==> src/rtl/bus_driver_arbiter.sv <==
// Round-robin owner selection for the shared W-bus, with break-before-make dead time.
// Ports:
//   CLK    - system clock, rising edge
//   CLR_N  - asynchronous active-low reset
//   REQ    - level requests, one bit per source
//   GNT    - one-hot grant to the current owner (zero when no owner)
//   OE     - tri-state enables, identical to GNT, high only while driving
//   OWNER  - index of the current or most recent owner
//   BUSY   - high while driving or in the dead-time window
module bus_driver_arbiter #(
  parameter int unsigned N           = 4,
  parameter int unsigned TURN_CYCLES = 1,
  parameter int unsigned MAX_HOLD    = 8,
  localparam int unsigned OW = (N > 1) ? $clog2(N) : 1
) (
  input  logic          CLK,
  input  logic          CLR_N,
  input  logic [N-1:0]  REQ,
  output logic [N-1:0]  GNT,
  output logic [N-1:0]  OE,
  output logic [OW-1:0] OWNER,
  output logic          BUSY
);

  localparam int unsigned HW = (MAX_HOLD > 0) ? $clog2(MAX_HOLD + 1) : 1;
  localparam int unsigned TW = $clog2(TURN_CYCLES + 1);

  typedef enum logic [1:0] {
    S_IDLE  = 2'd0,
    S_DRIVE = 2'd1,
    S_TURN  = 2'd2
  } state_e;

  state_e        state_q, state_d;
  logic [N-1:0]  gnt_q, gnt_d;
  logic [OW-1:0] owner_q, owner_d;
  logic [OW-1:0] ptr_q, ptr_d;
  logic [HW-1:0] hold_q, hold_d;
  logic [TW-1:0] turn_q, turn_d;
  logic          busy_q, busy_d;

  logic          win_found;
  logic [OW-1:0] win_idx;
  logic [OW-1:0] cand;
  logic          release_c;

  // First requester at or after the priority pointer, wrapping modulo N.
  always_comb begin
    win_found = 1'b0;
    win_idx   = '0;
    cand      = '0;
    for (int k = 0; k < int'(N); k++) begin
      cand = OW'((32'(ptr_q) + 32'(k)) % N);
      if (!win_found && REQ[cand]) begin
        win_found = 1'b1;
        win_idx   = cand;
      end
    end
  end

  // Owner dropping its request and hitting the hold limit collapse into one release.
  assign release_c = !REQ[owner_q] ||
                     ((MAX_HOLD != 0) && (hold_q == HW'(MAX_HOLD)));

  // Next-state and registered-output logic.
  always_comb begin
    state_d = state_q;
    gnt_d   = gnt_q;
    owner_d = owner_q;
    ptr_d   = ptr_q;
    hold_d  = hold_q;
    turn_d  = turn_q;
    busy_d  = busy_q;
    case (state_q)
      S_IDLE: begin
        gnt_d  = '0;
        busy_d = 1'b0;
        if (win_found) begin
          state_d = S_DRIVE;
          gnt_d   = {{(N-1){1'b0}}, 1'b1} << win_idx;
          owner_d = win_idx;
          hold_d  = HW'(1);
          busy_d  = 1'b1;
        end
      end
      S_DRIVE: begin
        if (release_c) begin
          state_d = S_TURN;
          gnt_d   = '0;
          ptr_d   = (owner_q == OW'(N - 1)) ? '0 : owner_q + OW'(1);
          turn_d  = TW'(1);
        end else if (hold_q != '1) begin
          hold_d = hold_q + HW'(1);
        end
      end
      S_TURN: begin
        gnt_d = '0;
        if (turn_q == TW'(TURN_CYCLES)) begin
          state_d = S_IDLE;
          turn_d  = '0;
          busy_d  = 1'b0;
        end else begin
          turn_d = turn_q + TW'(1);
        end
      end
      default: begin
        state_d = S_IDLE;
        gnt_d   = '0;
        busy_d  = 1'b0;
      end
    endcase
  end

  // State and output registers; reset clears the bus immediately.
  always_ff @(posedge CLK or negedge CLR_N) begin
    if (!CLR_N) begin
      state_q <= S_IDLE;
      gnt_q   <= '0;
      owner_q <= '0;
      ptr_q   <= '0;
      hold_q  <= '0;
      turn_q  <= '0;
      busy_q  <= 1'b0;
    end else begin
      state_q <= state_d;
      gnt_q   <= gnt_d;
      owner_q <= owner_d;
      ptr_q   <= ptr_d;
      hold_q  <= hold_d;
      turn_q  <= turn_d;
      busy_q  <= busy_d;
    end
  end

  assign GNT   = gnt_q;
  assign OE    = gnt_q;
  assign OWNER = owner_q;
  assign BUSY  = busy_q;

endmodule

==> config.mk <==
export PLATFORM = sky130hd
export DESIGN_NAME = bus_driver_arbiter
export DESIGN_NICKNAME = d
export VERILOG_FILES = /design/src/rtl/bus_driver_arbiter.sv
export SDC_FILE = /design/constraint.sdc
export NUM_CORES = 1
export LEC_CHECK = 0
export ABC_AREA = 1
export BUFFER_PORTS_ARGS = -buffer_cell sky130_fd_sc_hd__buf_2
export CORE_MARGIN = 2
export CORE_UTILIZATION = 45
export CTS_BUF_LIST = sky130_fd_sc_hd__clkbuf_4
export DETAILED_ROUTE_END_ITERATION = 10
export HOLD_SLACK_MARGIN = 0.08
export PLACE_DENSITY = 0.76
export REMOVE_ABC_BUFFERS = 1
export SLEW_MARGIN = 20
export SYNTH_ARGS = -nofsm -noshare
export SYNTH_HDL_FRONTEND = slang
export SYNTH_SLANG_ARGS = --single-unit
==> constraint.sdc <==
create_clock -name CLK -period 2.24 [get_ports CLK]
set_clock_uncertainty 0.05 [all_clocks]
set_input_delay 0.224 -clock CLK [delete_from_list [all_inputs] [get_ports CLK]]
set_output_delay 0.224 -clock CLK [all_outputs]
set_load 0.1 [all_outputs]
* After elaboration in Yosys (flattened, before gate mapping)
Index checks and enable logic that the tools add are counted.
** Cells by class
- Add/sub/neg operators :: 6
- Magnitude comparators :: 5
- Eq/ne operators :: 10
- Shifts and indexed selects :: 1
- Multiplexer cells :: 36
- Bitwise logic cells :: 1
- Reductions and logical operators :: 17
** Operators by type and width (number)
- 4-bit 2-to-1 mux :: 5
- 2-bit 2-to-1 mux :: 8
- 4-bit one-hot mux with 2 select lines :: 2
- 2-bit by 3-bit less-than comparator with 1-bit output, second input constant :: 5
- 1-bit 2-to-1 mux :: 13
- 1-bit binary-select mux with 2-bit select :: 5
- 2-bit != test, second input constant :: 5
- 2-bit AND reduction :: 4
- 2-bit one-hot mux with 3 select lines :: 1
- 2-bit by 1-bit adder with 2-bit output, second input constant :: 2
- 2-bit adder, second input constant :: 2
- 4-bit by 1-bit adder with 4-bit output, second input constant :: 1
- 2-bit == test, second input constant :: 2
- 4-bit == test, second input constant :: 1
- 1-bit logical NOT :: 4
- 4-bit != test, second input constant :: 1
- 4-bit AND reduction :: 1
- 2-bit nonzero test :: 2
- 1-bit by 2-bit left shift with 4-bit output, first input constant :: 1
- 1-bit logical AND :: 3
- 1-bit one-hot mux with 3 select lines :: 1
- 3-bit AND reduction :: 1
- 2-bit by 1-bit == test with 1-bit output, second input constant :: 1
- 2-bit logical NOT :: 1
- other kinds (4) :: 4
** Storage, ports and cells
- Register bits after elaboration :: 16
- Input port bits :: 6
- Output and inout port bits :: 11

* Depth between registers and ports, before layout
Gate-level depths: netlist of the first run.
- Depth in word-level cells :: 15
- Gate-level depth with buffers :: 12

* Worst setup path before layout of the first run
Ideal clock, no wire load.
- Path type :: reg-to-reg
- From :: register owner_q[0], in the netlist OWNER[0]
- To :: register hold_q[2]
- Data arrival time :: 1835 ps
- Path slack :: 239 ps
- Stages on the path, launching flop included :: 10
- Buffers on the path :: 0
- Path through :: dfrtp_1 > o211ai_1 > nand2_1 > nand2_1 > nand2_2 > nand2_1 > nor2_2 > nand2_2 > nand2_1 > nand2_1
** On the way
- Word-level cells in the longest chain between the ends :: 6
** Ends and longest elaborated chain
- from (decl) :: RTL line 36 : logic [OW-1:0] owner_q, owner_d;
- from (signal assigned) :: RTL line 127 : owner_q <= owner_d;
- 1-bit binary-select mux with 2-bit select :: RTL line 62 : assign release_c = !REQ[owner_q] ||
- 1-bit 2-to-1 mux (not written as such) :: RTL line 62
- 1-bit logical NOT :: RTL line 62
- 1-bit logical OR :: RTL line 62
- 2-bit != test (no line)
- 4-bit AND reduction (no line)
- to (signal assigned) :: RTL line 129 : hold_q <= hold_d;
- to (decl) :: RTL line 38 : logic [HW-1:0] hold_q, hold_d;
No other way between the ends. The select of a mux whose other input is x is not followed.
A chain may end at the register's enable or synchronous reset.

* Final worst setup path of the first run
- From :: register ptr_q[0]
- To :: register gnt_q[2], in the netlist GNT[2]
** On the way
- Word-level cells in the longest chain between the ends :: 15
- Elaborated cells between the ends (all ways) :: 28
- Classes of those cells :: add/sub (3); shift (1); mux (18); reduce/logical (6)
** Ends and longest elaborated chain
- from (decl) :: RTL line 37 : logic [OW-1:0] ptr_q, ptr_d;
- from (signal assigned) :: RTL line 128 : ptr_q <= ptr_d;
- branches (longest 13 deep; another with 2-bit by 1-bit adder with 2-bit output)
- 4-bit 2-to-1 mux * :: RTL line 78 : if (win_found) begin
- 4-bit one-hot mux with 2 select lines * :: RTL line 74 : case (state_q)
- to (signal assigned) :: RTL line 126 : gnt_q <= gnt_d;
- to (decl) :: RTL line 35 : logic [N-1:0] gnt_q, gnt_d;
Every way passes the cells marked *. The select of a mux whose other input is x is not followed.

==> qor.yml, run 1 <==
synthesis:
  synth_common_cells: "57 x nand2_1, 18 x nand3_1, 16 x dfrtp_1, 12 x inv_1, 9 x nand2_2"
  synthAdderAreaFrac_pct: 3.32
  postSynthCellCount: 157
  async_flop_share_pct: 100
  synthFlopType: "dfrtp_1"
  synth-compound-area-share_pct: 4.87
  syn_area_sq_um: 1130
  synth.most_common_cell: "nand2_1"
  synthMuxAreaShare_pct: 0
  synth-seq-area-share_pct: 35.4
  synth_xor_area_share_pct: 0.774
  synth_top_area_share_pct: 35.4
  synth_area_per_cell_sq_um: 7.20
  synth_top_family_by_area: "simple AND/OR/NAND/NOR gates"
  synth_area_leader_cell: "dfrtp_1"
  synth_edf_count: 0
  ys_warn_count: 0
  synthDistinctLibCells: 25
  synth-seq-cells: 16
  synth_area_leaders: "dfrtp_1 35%, nand2_1 19%, nand3_1 8.0%"
  yosys.area_share.simple_pct: 46.3
clocking:
  cts_made_buffers: 3
  clock-sinks: 16
  cts.path.max_buffers: 2
  post-cts-setup-buffers: 0
  cts_root_buf: "clkbuf_4"
  clk_pin_slew_ns: 0.09
  cts_tree: "yes"
  clock_latency_ns: 0.28
  htreeDepth: 1
critical_path:
  cpLargestDelayFamily: "simple AND/OR/NAND/NOR gates"
  crit_chain: "inv_2 -> nand2_1 -> nand2_1 -> nand2_2 -> nand2_4 -> nor2_8 -> nand2_1 -> nand3_1 -> nand2_1 -> nand3_1 -> nand2_1"
  crit_type: "reg -> reg"
  cp-end-kind: "flip-flop"
  start_kind: "flip-flop"
  critPathBufInv: 1
  max_stage_delay_ns: 0.62
  cp_data_required_time_ns: 2.37
  crit_arrival_ns: 1.94
  cp_common_cell: "nand2_1"
  worst_path_max_delay_cell: "dfrtp_1"
  path_max_fanout: 13
floorplanning:
  io_pins: 17
  start_util_pct: 46.5
  rows: 18
  die_w_microns: 54.1
  dieArea_sq_um: 2930
  die_h_microns: 54.1
  core-area_sq_um: 2430
detailed_routing:
  first_iter_violations: 21
  ant_nets: 0
  wire_per_inst_microns: 11.6
  vias: 1029
  route.detailed.drc: 0
  first_pass_iters: 4
  viasPerCell: 5.09
  wl_microns: 2350
cells_and_area:
  area.growth.synth_to_final_pct: 9.62
  layoutNonFillerInstCount: 202
  n_antenna_cell: 0
  fin_nets: 183
  fin_util_pct: 51.0
  final_area_sq_um: 1240
  drive_gt1_share_pct: 24.4
grt:
  grt_pass1_wl_microns: 3770
  grt-ovfl-total: 0
  grt_max_degree: 17
  grt_pass1_vias: 927
  antenna_found_initial: 0
  track_usage_pct: 17.5
timing:
  period_minus_slack_ns: 1.82
  setup_violations: 0
  fmax_mhz: 551
  worstMarginPinSlew_ns: 0.489
  final_hold_viol_count: 0
  rsz0062_at_grt: "no"
  finalSetupTns_ns: 0
  maxSlewViolCount: 0
  period_share_pct: 81.1
  slew-limit-headroom_pct: 67.6
placement:
  detailed_place.area_sq_um: 1210
  gp_congestion: 0.758
  dp_cells: 198
  port_buffers: 16
  hpwl_microns: 1900
status:
  status: "complete, no violations"
min_path:
  min_path_type: "in -> async"
job:
  drv_cap: 0
-- per-layer routing --
metal,GRT usage [%],up-vias,wire length (microns)
met5,0,-,0
met4,5.00,0,16
met2,31.3,19,1220
met3,1.67,2,63
met1,22.1,473,1060
li1,-,535,-
-- worst reg2reg max path, cell delays in order, from the launching register on --
cell,delay [ns]
dfrtp_1,0.62
inv_2,0.14
nand2_1,0.10
nand2_1,0.07
nand2_2,0.10
nand2_4,0.08
nor2_8,0.14
nand2_1,0.07
nand3_1,0.07
nand2_1,0.12
nand3_1,0.11
nand2_1,0.05
-- layout by cell type, fill, tap and decap left out, types with 5 or more instances in the layout --
master and count:
nor2_1 7, dfrtp_1 16, inv_2 5, nand2_2 9
inv_1 12, nand3_1 18, nand2_1 57, buf_2 16
-- through the flow --
stage | worst slack [ns] | hold slack (ns)
2_1_floorplan | 0.239 | -0.122
3_3_place_gp | 0.525 | 0.103
3_5_place_dp | 0.442 | 0.109
4_1_cts | 0.430 | 0.334
5_1_grt | 0.243 | 0.358
6_report | 0.424 | 0.324
-- worst paths after layout --
kind                                            from                      to  slack (ns)  cells after the start
max in group asynchronous                      CLR_N   hold_q[3]$_DFFE_PN0P_        1.55                      2
worst min register to register      BUSY$_DFFE_PN0P_        BUSY$_DFFE_PN0P_        0.44                      2
worst max-delay path            ptr_q[0]$_DFFE_PN0P_      GNT[2]$_DFFE_PN0P_        0.42                     11
worst min-delay path                           CLR_N  state_q[1]$_DFFE_PN0P_        0.32                      2
min in group CLK                              REQ[0]  state_q[0]$_DFFE_PN0P_        0.43                      5
worst max register to register  ptr_q[0]$_DFFE_PN0P_      GNT[2]$_DFFE_PN0P_        0.42                     11
-- kinds of logic (layout without fill, tap and decap cells) --
family | after synthesis | after routing
buf+inv | 22 | 37
flops | 16 | 16
xor+xnor | 1 | 1
simple gates | 105 | 105
fa+ha+maj | 3 | 3
compound gates | 10 | 10
-- registers in the layout, indices dropped and copies added, names as in the netlist --
register,cells
BUSY,1
state_q,2
ptr_q,2
GNT,4
OWNER,2
turn_q,1
hold_q,4
-- repair_timing --
item	CTS	global route
resized for setup	0	0
hold buffers	1	0
hold endpoints to repair	16	0
-- layout make-up --
type / count / area, sq um
Fill cell: 242 / 1190
Multi-Input combinational cell: 119 / 626
Sequential cell: 16 / 400
Timing Repair Buffer: 17 / 90.1
Inverter: 17 / 63.8
Tap cell: 30 / 37.5
Clock buffer: 3 / 22.5
Power of run 1 is left out: the tool's default activity adds up to more than one toggle a clock period on the data nets, which glitch-free logic cannot reach.
==> inputs of run 2 (changes only) <==
--- a/config.mk
+++ b/config.mk
@@ -5,14 +5,14 @@
 export SDC_FILE = /design/constraint.sdc
 export NUM_CORES = 1
 export LEC_CHECK = 0
-export ABC_AREA = 1
+export ABC_AREA = 0
 export BUFFER_PORTS_ARGS = -buffer_cell sky130_fd_sc_hd__buf_2
 export CORE_MARGIN = 2
 export CORE_UTILIZATION = 45
 export CTS_BUF_LIST = sky130_fd_sc_hd__clkbuf_4
 export DETAILED_ROUTE_END_ITERATION = 10
 export HOLD_SLACK_MARGIN = 0.08
-export PLACE_DENSITY = 0.76
+export PLACE_DENSITY = 0.78
 export REMOVE_ABC_BUFFERS = 1
 export SLEW_MARGIN = 20
 export SYNTH_ARGS = -nofsm -noshare
==> constraint.sdc (replaced) <==
create_clock -name CLK -period 1.9 [get_ports CLK]
set_clock_uncertainty 0.05 [all_clocks]
set_input_delay 0.19 -clock CLK [delete_from_list [all_inputs] [get_ports CLK]]
set_output_delay 0.19 -clock CLK [all_outputs]
set_load 0.1 [all_outputs]
==> qor.yml, run 2 <==
status:
  status: "complete, no violations"
floorplanning:
  start_util_pct: 47.8  # +1.3 points
  rows: 16  # -2
  die_w_microns: 49.9  # -7.9%
  dieArea_sq_um: 2490  # -15%
  die_h_microns: 49.9  # -7.9%
  io_pins: 17  # unchanged
  core-area_sq_um: 1980  # -19%
grt:
  track_usage_pct: 16.0  # -1.5 points
  grt_max_degree: 17  # unchanged
  grt_pass1_vias: 679  # -27%
  antenna_found_initial: 0  # unchanged
  grt-ovfl-total: 0  # unchanged
  grt_pass1_wl_microns: 2930  # -22%
timing:
  worstMarginPinSlew_ns: 0.485  # -0.00331 ns
  period_share_pct: 93.3  # +12 points
  rsz0062_at_grt: "no"
  slew-limit-headroom_pct: 67.9  # +0.22 points
  setup_violations: 0  # unchanged
  maxSlewViolCount: 0  # unchanged
  fmax_mhz: 564  # +2.5%
  period_minus_slack_ns: 1.77  # -0.0435 ns
  finalSetupTns_ns: 0  # unchanged
  final_hold_viol_count: 0  # unchanged
min_path:
  min_path_type: "in -> async"
critical_path:
  crit_type: "reg -> reg"
  crit_arrival_ns: 1.91  # -0.03 ns
  cp_data_required_time_ns: 2.03  # -0.34 ns
  path_max_fanout: 7  # -6
  start_kind: "flip-flop"
  cp-end-kind: "flip-flop"
  reg2reg_from: "OWNER[0]$_DFFE_PN0P_"
  r2r_cells: 4  # -7
  r2r_slack_ns: 0.13  # -0.30 ns
  critical_path.reg2reg.endpoint: "hold_q[1]$_DFFE_PN0P_"
synthesis:
  async_flop_share_pct: 100  # unchanged
  synthDistinctLibCells: 37  # +48%
  syn_area_sq_um: 947  # -16%
  synth_area_leaders: "dfrtp_1 42%, mux2i_1 5.3%, ha_1 4.0%"
  synth_area_leader_cell: "dfrtp_1"
  synthFlopType: "dfrtp_1"
  synth-seq-cells: 16  # unchanged
  synth_edf_count: 0  # unchanged
  postSynthCellCount: 95  # -39%
  synth.most_common_cell: "dfrtp_1"
  synth_area_per_cell_sq_um: 9.97  # +38%
  synth-seq-area-share_pct: 42.3  # +6.9 points
  ys_warn_count: 0  # unchanged
  synth_top_area_share_pct: 42.3  # +6.9 points
  synth_common_cells: "16 x dfrtp_1, 9 x nand2_1, 6 x o21ai_0"
clocking:
  htreeDepth: 1  # unchanged
  cts.path.max_buffers: 2  # unchanged
  cts_tree: "yes"
  clock_latency_ns: 0.29  # about the same
  cts_made_buffers: 3  # unchanged
  post-cts-setup-buffers: 0  # unchanged
  cts_root_buf: "clkbuf_4"
  clock-sinks: 16  # unchanged
  clk_pin_slew_ns: 0.09  # about the same
detailed_routing:
  first_pass_iters: 4  # unchanged
  viasPerCell: 5.46  # +7.1%
  route.detailed.drc: 0  # unchanged
  vias: 764  # -26%
  first_iter_violations: 15  # -29%
  wl_microns: 1780  # -24%
  wire_per_inst_microns: 12.7  # +9.1%
  ant_nets: 0  # unchanged
placement:
  gp_congestion: 0.807  # +6.4%
  hpwl_microns: 1400  # -26%
  port_buffers: 16  # unchanged
cells_and_area:
  n_antenna_cell: 0  # unchanged
  area.growth.synth_to_final_pct: 13.9
  final_cell_mix: "16 x dfrtp_1, 16 x buf_2, 9 x nand2_1, 6 x o21ai_0"
  fin_nets: 123  # -33%
  drive_gt1_share_pct: 21.2  # -3.2 points
  num-fill-cells: 172  # -29%
job:
  drv_cap: 0  # unchanged
[run 2: cell types whose count changed in the layout (fill, tap and decap cells not counted), moves of 3 or more]
| cell | before | now |
|---|---|---|
| a22o_1 | 0 | 3 |
| nand2_2 | 9 | 0 |
| o21ai_0 | 3 | 6 |
| inv_2 | 5 | 0 |
| nand3_2 | 3 | 0 |
| mux2i_1 | 0 | 5 |
| nand2b_1 | 0 | 5 |
| nand3_1 | 18 | 2 |
| inv_1 | 12 | 4 |
| nand2_1 | 57 | 9 |
| nor2b_1 | 0 | 4 |
[run 2: what timing repair did]
| action | in CTS | in global routing |
|---|---|---|
| hold buffers | 1 | 0 |
| resized for setup | 0 | 0 |
| endpoints found under the hold margin | 16 | 0 |
| endpoints found under the setup margin | 0 | 0 |
[run 2: kinds of logic (layout without fill, tap and decap cells)]
| kind of cell | after synthesis | after routing | share of synthesized area [%] |
|---|---|---|---|
| multiplexers | 8 | 8 | 10.4 |
| adder cells (fa/ha/maj) | 3 | 3 | 3.96 |
| AND/OR/NAND/NOR | 38 | 38 | 22.6 |
| buffers and inverters | 9 | 27 | 5.15 |
| XOR/XNOR | 1 | 1 | 0.925 |
| AO/OA/AOI/OAI | 20 | 20 | 14.7 |
| flip-flops | 16 | 16 | 42.3 |
[run 2: worst max-delay path, cell delays in order, from the launching register on]
cell     delay (ns)
dfrtp_1        0.48
mux4_1         0.57
and3_1         0.22
and2_1         0.17
a22o_1         0.17
[run 2: worst max path at each step]
| stage | start | slack (ns) | depth (start not counted) | to |
|---|---|---|---|---|
| 2_1_floorplan | OWNER[0]$_DFFE_PN0P_ | -0.42 | 4 | hold_q[1]$_DFFE_PN0P_ |
| 3_3_place_gp | OWNER[0]$_DFFE_PN0P_ | 0.18 | 4 | hold_q[1]$_DFFE_PN0P_ |
| 3_5_place_dp | OWNER[0]$_DFFE_PN0P_ | 0.14 | 4 | hold_q[1]$_DFFE_PN0P_ |
| 4_1_cts | OWNER[0]$_DFFE_PN0P_ | 0.12 | 4 | hold_q[1]$_DFFE_PN0P_ |
| 5_1_grt | OWNER[0]$_DFFE_PN0P_ | 0.04 | 4 | hold_q[1]$_DFFE_PN0P_ |
| 6_report | OWNER[0]$_DFFE_PN0P_ | 0.13 | 4 | hold_q[1]$_DFFE_PN0P_ |
[run 2: area by class of cell]
cell class	instances	area (sq um)	share of cell area, %
Tap cell	27	33.8	3.13
Sequential cell	16	400	37.1
Inverter	4	15.0	1.39
Timing Repair Buffer	19	105	9.74
Clock inverter	1	3.75	0.348
Multi-Input combinational cell	70	498	46.2
Clock buffer	3	22.5	2.09
[run 2: metrics by stage]
| step | std cells | worst slack, ns | cell area [sq um] | utilization (%) | hold slack, ns |
|---|---|---|---|---|---|
| finish | 140 | 0.127 | 1080 | 54.4 | 0.283 |
| global route | 140 | 0.0410 | 1080 | 54.4 | 0.306 |
| CTS | 140 | 0.123 | 1080 | 54.4 | 0.291 |
| global placement | 135 | 0.185 | 1040 | 52.6 | 0.0674 |
| floorplan | 90 | -0.419 | 913 | - | -0.156 |
| detailed placement | 135 | 0.141 | 1040 | 52.6 | 0.0745 |
[run 2: per-layer routing]
layer / vias up / GRT usage [%] / wire (microns)
li1: 380 / - / -
met1: 362 / 19.6 / 809
met2: 20 / 25.3 / 847
met3: 2 / 6.36 / 102
met4: 0 / 5.56 / 19
met5: - / 0 / 0
Power of run 2 is left out for the same reason.
==> inputs of run 3 (changes only) <==
--- a/config.mk
+++ b/config.mk
@@ -7,12 +7,13 @@
 export LEC_CHECK = 0
 export ABC_AREA = 0
 export BUFFER_PORTS_ARGS = -buffer_cell sky130_fd_sc_hd__buf_2
+export CORE_ASPECT_RATIO = 0.8
 export CORE_MARGIN = 2
 export CORE_UTILIZATION = 45
 export CTS_BUF_LIST = sky130_fd_sc_hd__clkbuf_4
 export DETAILED_ROUTE_END_ITERATION = 10
 export HOLD_SLACK_MARGIN = 0.08
-export PLACE_DENSITY = 0.78
+export PLACE_DENSITY = 0.64
 export REMOVE_ABC_BUFFERS = 1
 export SLEW_MARGIN = 20
 export SYNTH_ARGS = -nofsm -noshare
==> qor.yml, run 3 (same netlist as run 2, synthesis figures left out) <==
status:
  status: "complete, no violations"
placement:
  hpwl_microns: 1570  # +12%
  gp_congestion: 0.804  # -0.32%
  detailed_place.area_sq_um: 1040  # -0.36%
  port_buffers: 16  # unchanged
clocking:
  cts_made_buffers: 3  # unchanged
  cts_tree: "yes"
  cts_root_buf: "clkbuf_4"
  htreeDepth: 1  # unchanged
  post-cts-setup-buffers: 0  # unchanged
  clock_latency_ns: 0.29  # about the same
  clock-sinks: 16  # unchanged
  cts_resized: 0  # unchanged
  clk_pin_slew_ns: 0.09  # about the same
  cts.path.max_buffers: 2  # unchanged
critical_path:
  max_stage_delay_ns: 0.57  # about the same
  start_kind: "flip-flop"
  critPathBufInv: 0  # unchanged
  cp-end-kind: "flip-flop"
  crit_chain: "mux4_1 -> and3_1 -> and2_1 -> a22o_1"
  path_max_fanout: 7  # unchanged
  worst_path_max_delay_cell: "mux4_1"
  cpLargestDelayFamily: "multiplexers"
  crit_type: "reg -> reg"
  crit_arrival_ns: 1.93  # +0.02 ns
  cp_data_required_time_ns: 2.03  # about the same
grt:
  track_usage_pct: 19.5  # +3.5 points
  top_usage_layer: "met2"
  globalRouteMet3Util_pct: 6.88  # +0.51 points
  grt-ovfl-total: 0  # unchanged
  antenna_found_initial: 0  # unchanged
  grtUsageMet1_pct: 22.5  # +2.9 points
  grt_pass1_vias: 788  # +16%
  grt_max_degree: 17  # unchanged
  use_met2_pct: 35.0  # +9.7 points
  grt_pass1_wl_microns: 3660  # +25%
cells_and_area:
  n_antenna_cell: 0  # unchanged
  final_cell_mix: "16 x dfrtp_1, 16 x buf_2, 9 x nand2_1, 6 x o21ai_0"
  area.growth.synth_to_final_pct: 13.5
  fin_nets: 123  # unchanged
  final_area_sq_um: 1070  # -0.35%
  drive_gt1_share_pct: 21.2  # unchanged
  fin_util_pct: 55.8  # +1.4 points
timing:
  maxSlewViolCount: 0  # unchanged
  period_minus_slack_ns: 1.80  # +0.0238 ns
  setup_violations: 0  # unchanged
  period_share_pct: 94.6  # +1.3 points
  worstMarginPinSlew_ns: 0.485  # -0.000750 ns
  slew-limit-headroom_pct: 67.9  # about the same
  final_hold_viol_count: 0  # unchanged
  fmax_mhz: 557  # -1.3%
  rsz0062_at_grt: "no"
floorplanning:
  core-area_sq_um: 1930  # -2.8%
  die_h_microns: 45.0  # -9.7%
  rows: 14  # -2
  die_w_microns: 55.3  # +11%
  dieArea_sq_um: 2490  # about the same
  io_pins: 17  # unchanged
  start_util_pct: 49.2  # +1.4 points
detailed_routing:
  wl_microns: 2030  # +14%
  viasPerCell: 5.58  # +2.3%
  route.detailed.drc: 0  # unchanged
  ant_nets: 0  # unchanged
  wire_per_inst_microns: 14.8  # +17%
  first_pass_iters: 4  # unchanged
  first_iter_violations: 7  # -8
  vias: 765  # +0.13%
min_path:
  min_path_type: "in -> async"
job:
  drv_cap: 0  # unchanged
-- run 3: cell counts in the layout (fill, tap and decap cells not counted) --
No cell type changed its count.
-- run 3: worst paths after layout --
check	startpoint	to	slack [ns]	cells after the start
setup reg to reg	OWNER[0]$_DFFE_PN0P_	hold_q[1]$_DFFE_PN0P_	0.10	4
setup / recovery	OWNER[0]$_DFFE_PN0P_	hold_q[1]$_DFFE_PN0P_	0.10	4
max in group asynchronous	CLR_N	GNT[1]$_DFFE_PN0P_	1.25	2
hold / removal	CLR_N	BUSY$_DFFE_PN0P_	0.28	2
min in group CLK	REQ[3]	GNT[1]$_DFFE_PN0P_	0.36	4
hold reg to reg	turn_q$_DFFE_PN0P_	state_q[1]$_DFFE_PN0P_	0.47	1
-- run 3: per-stage QoR --
step / std cells / setup slack, ns / hold WS, ns / TNS, ns
6_report: 137 / 0.103 / 0.285 / 0
3_5_place_dp: 132 / 0.126 / 0.0745 / 0
4_1_cts: 137 / 0.104 / 0.289 / 0
5_1_grt: 137 / 0.0389 / 0.312 / 0
3_3_place_gp: 132 / 0.157 / 0.0705 / 0
2_1_floorplan: 90 / -0.419 / -0.156 / -3.20
-- run 3: area by class of cell --
| cell class | instances | area (sq um) |
|---|---|---|
| Multi-Input combinational cell | 70 | 498 |
| Sequential cell | 16 | 400 |
| Tap cell | 24 | 30.0 |
| Clock buffer | 3 | 22.5 |
| Fill cell | 180 | 852 |
| Clock inverter | 1 | 3.75 |
| Timing Repair Buffer | 19 | 105 |
| Inverter | 4 | 15.0 |
-- run 3: timing repair --
item | CTS | global route
endpoints found under the setup margin | 0 | 0
hold buffers | 1 | 0
hold endpoints to repair | 16 | 0
-- run 3: per-layer routing --
| layer | wire, microns | part of all wire, % |
|---|---|---|
| met4 | 13 | 0.64 |
| met1 | 941 | 46 |
| met5 | 0 | 0 |
| met2 | 980 | 48 |
| met3 | 94 | 4.6 |
-- run 3: worst reg2reg max path, delay by kind of cell, from the launching register on --
family | cells | cell delay [ns]
AND/OR/NAND/NOR | 2 | 0.41
AO/OA/AOI/OAI | 1 | 0.18
multiplexers | 1 | 0.57
flip-flops | 1 | 0.49
Power of run 3 is left out for the same reason.
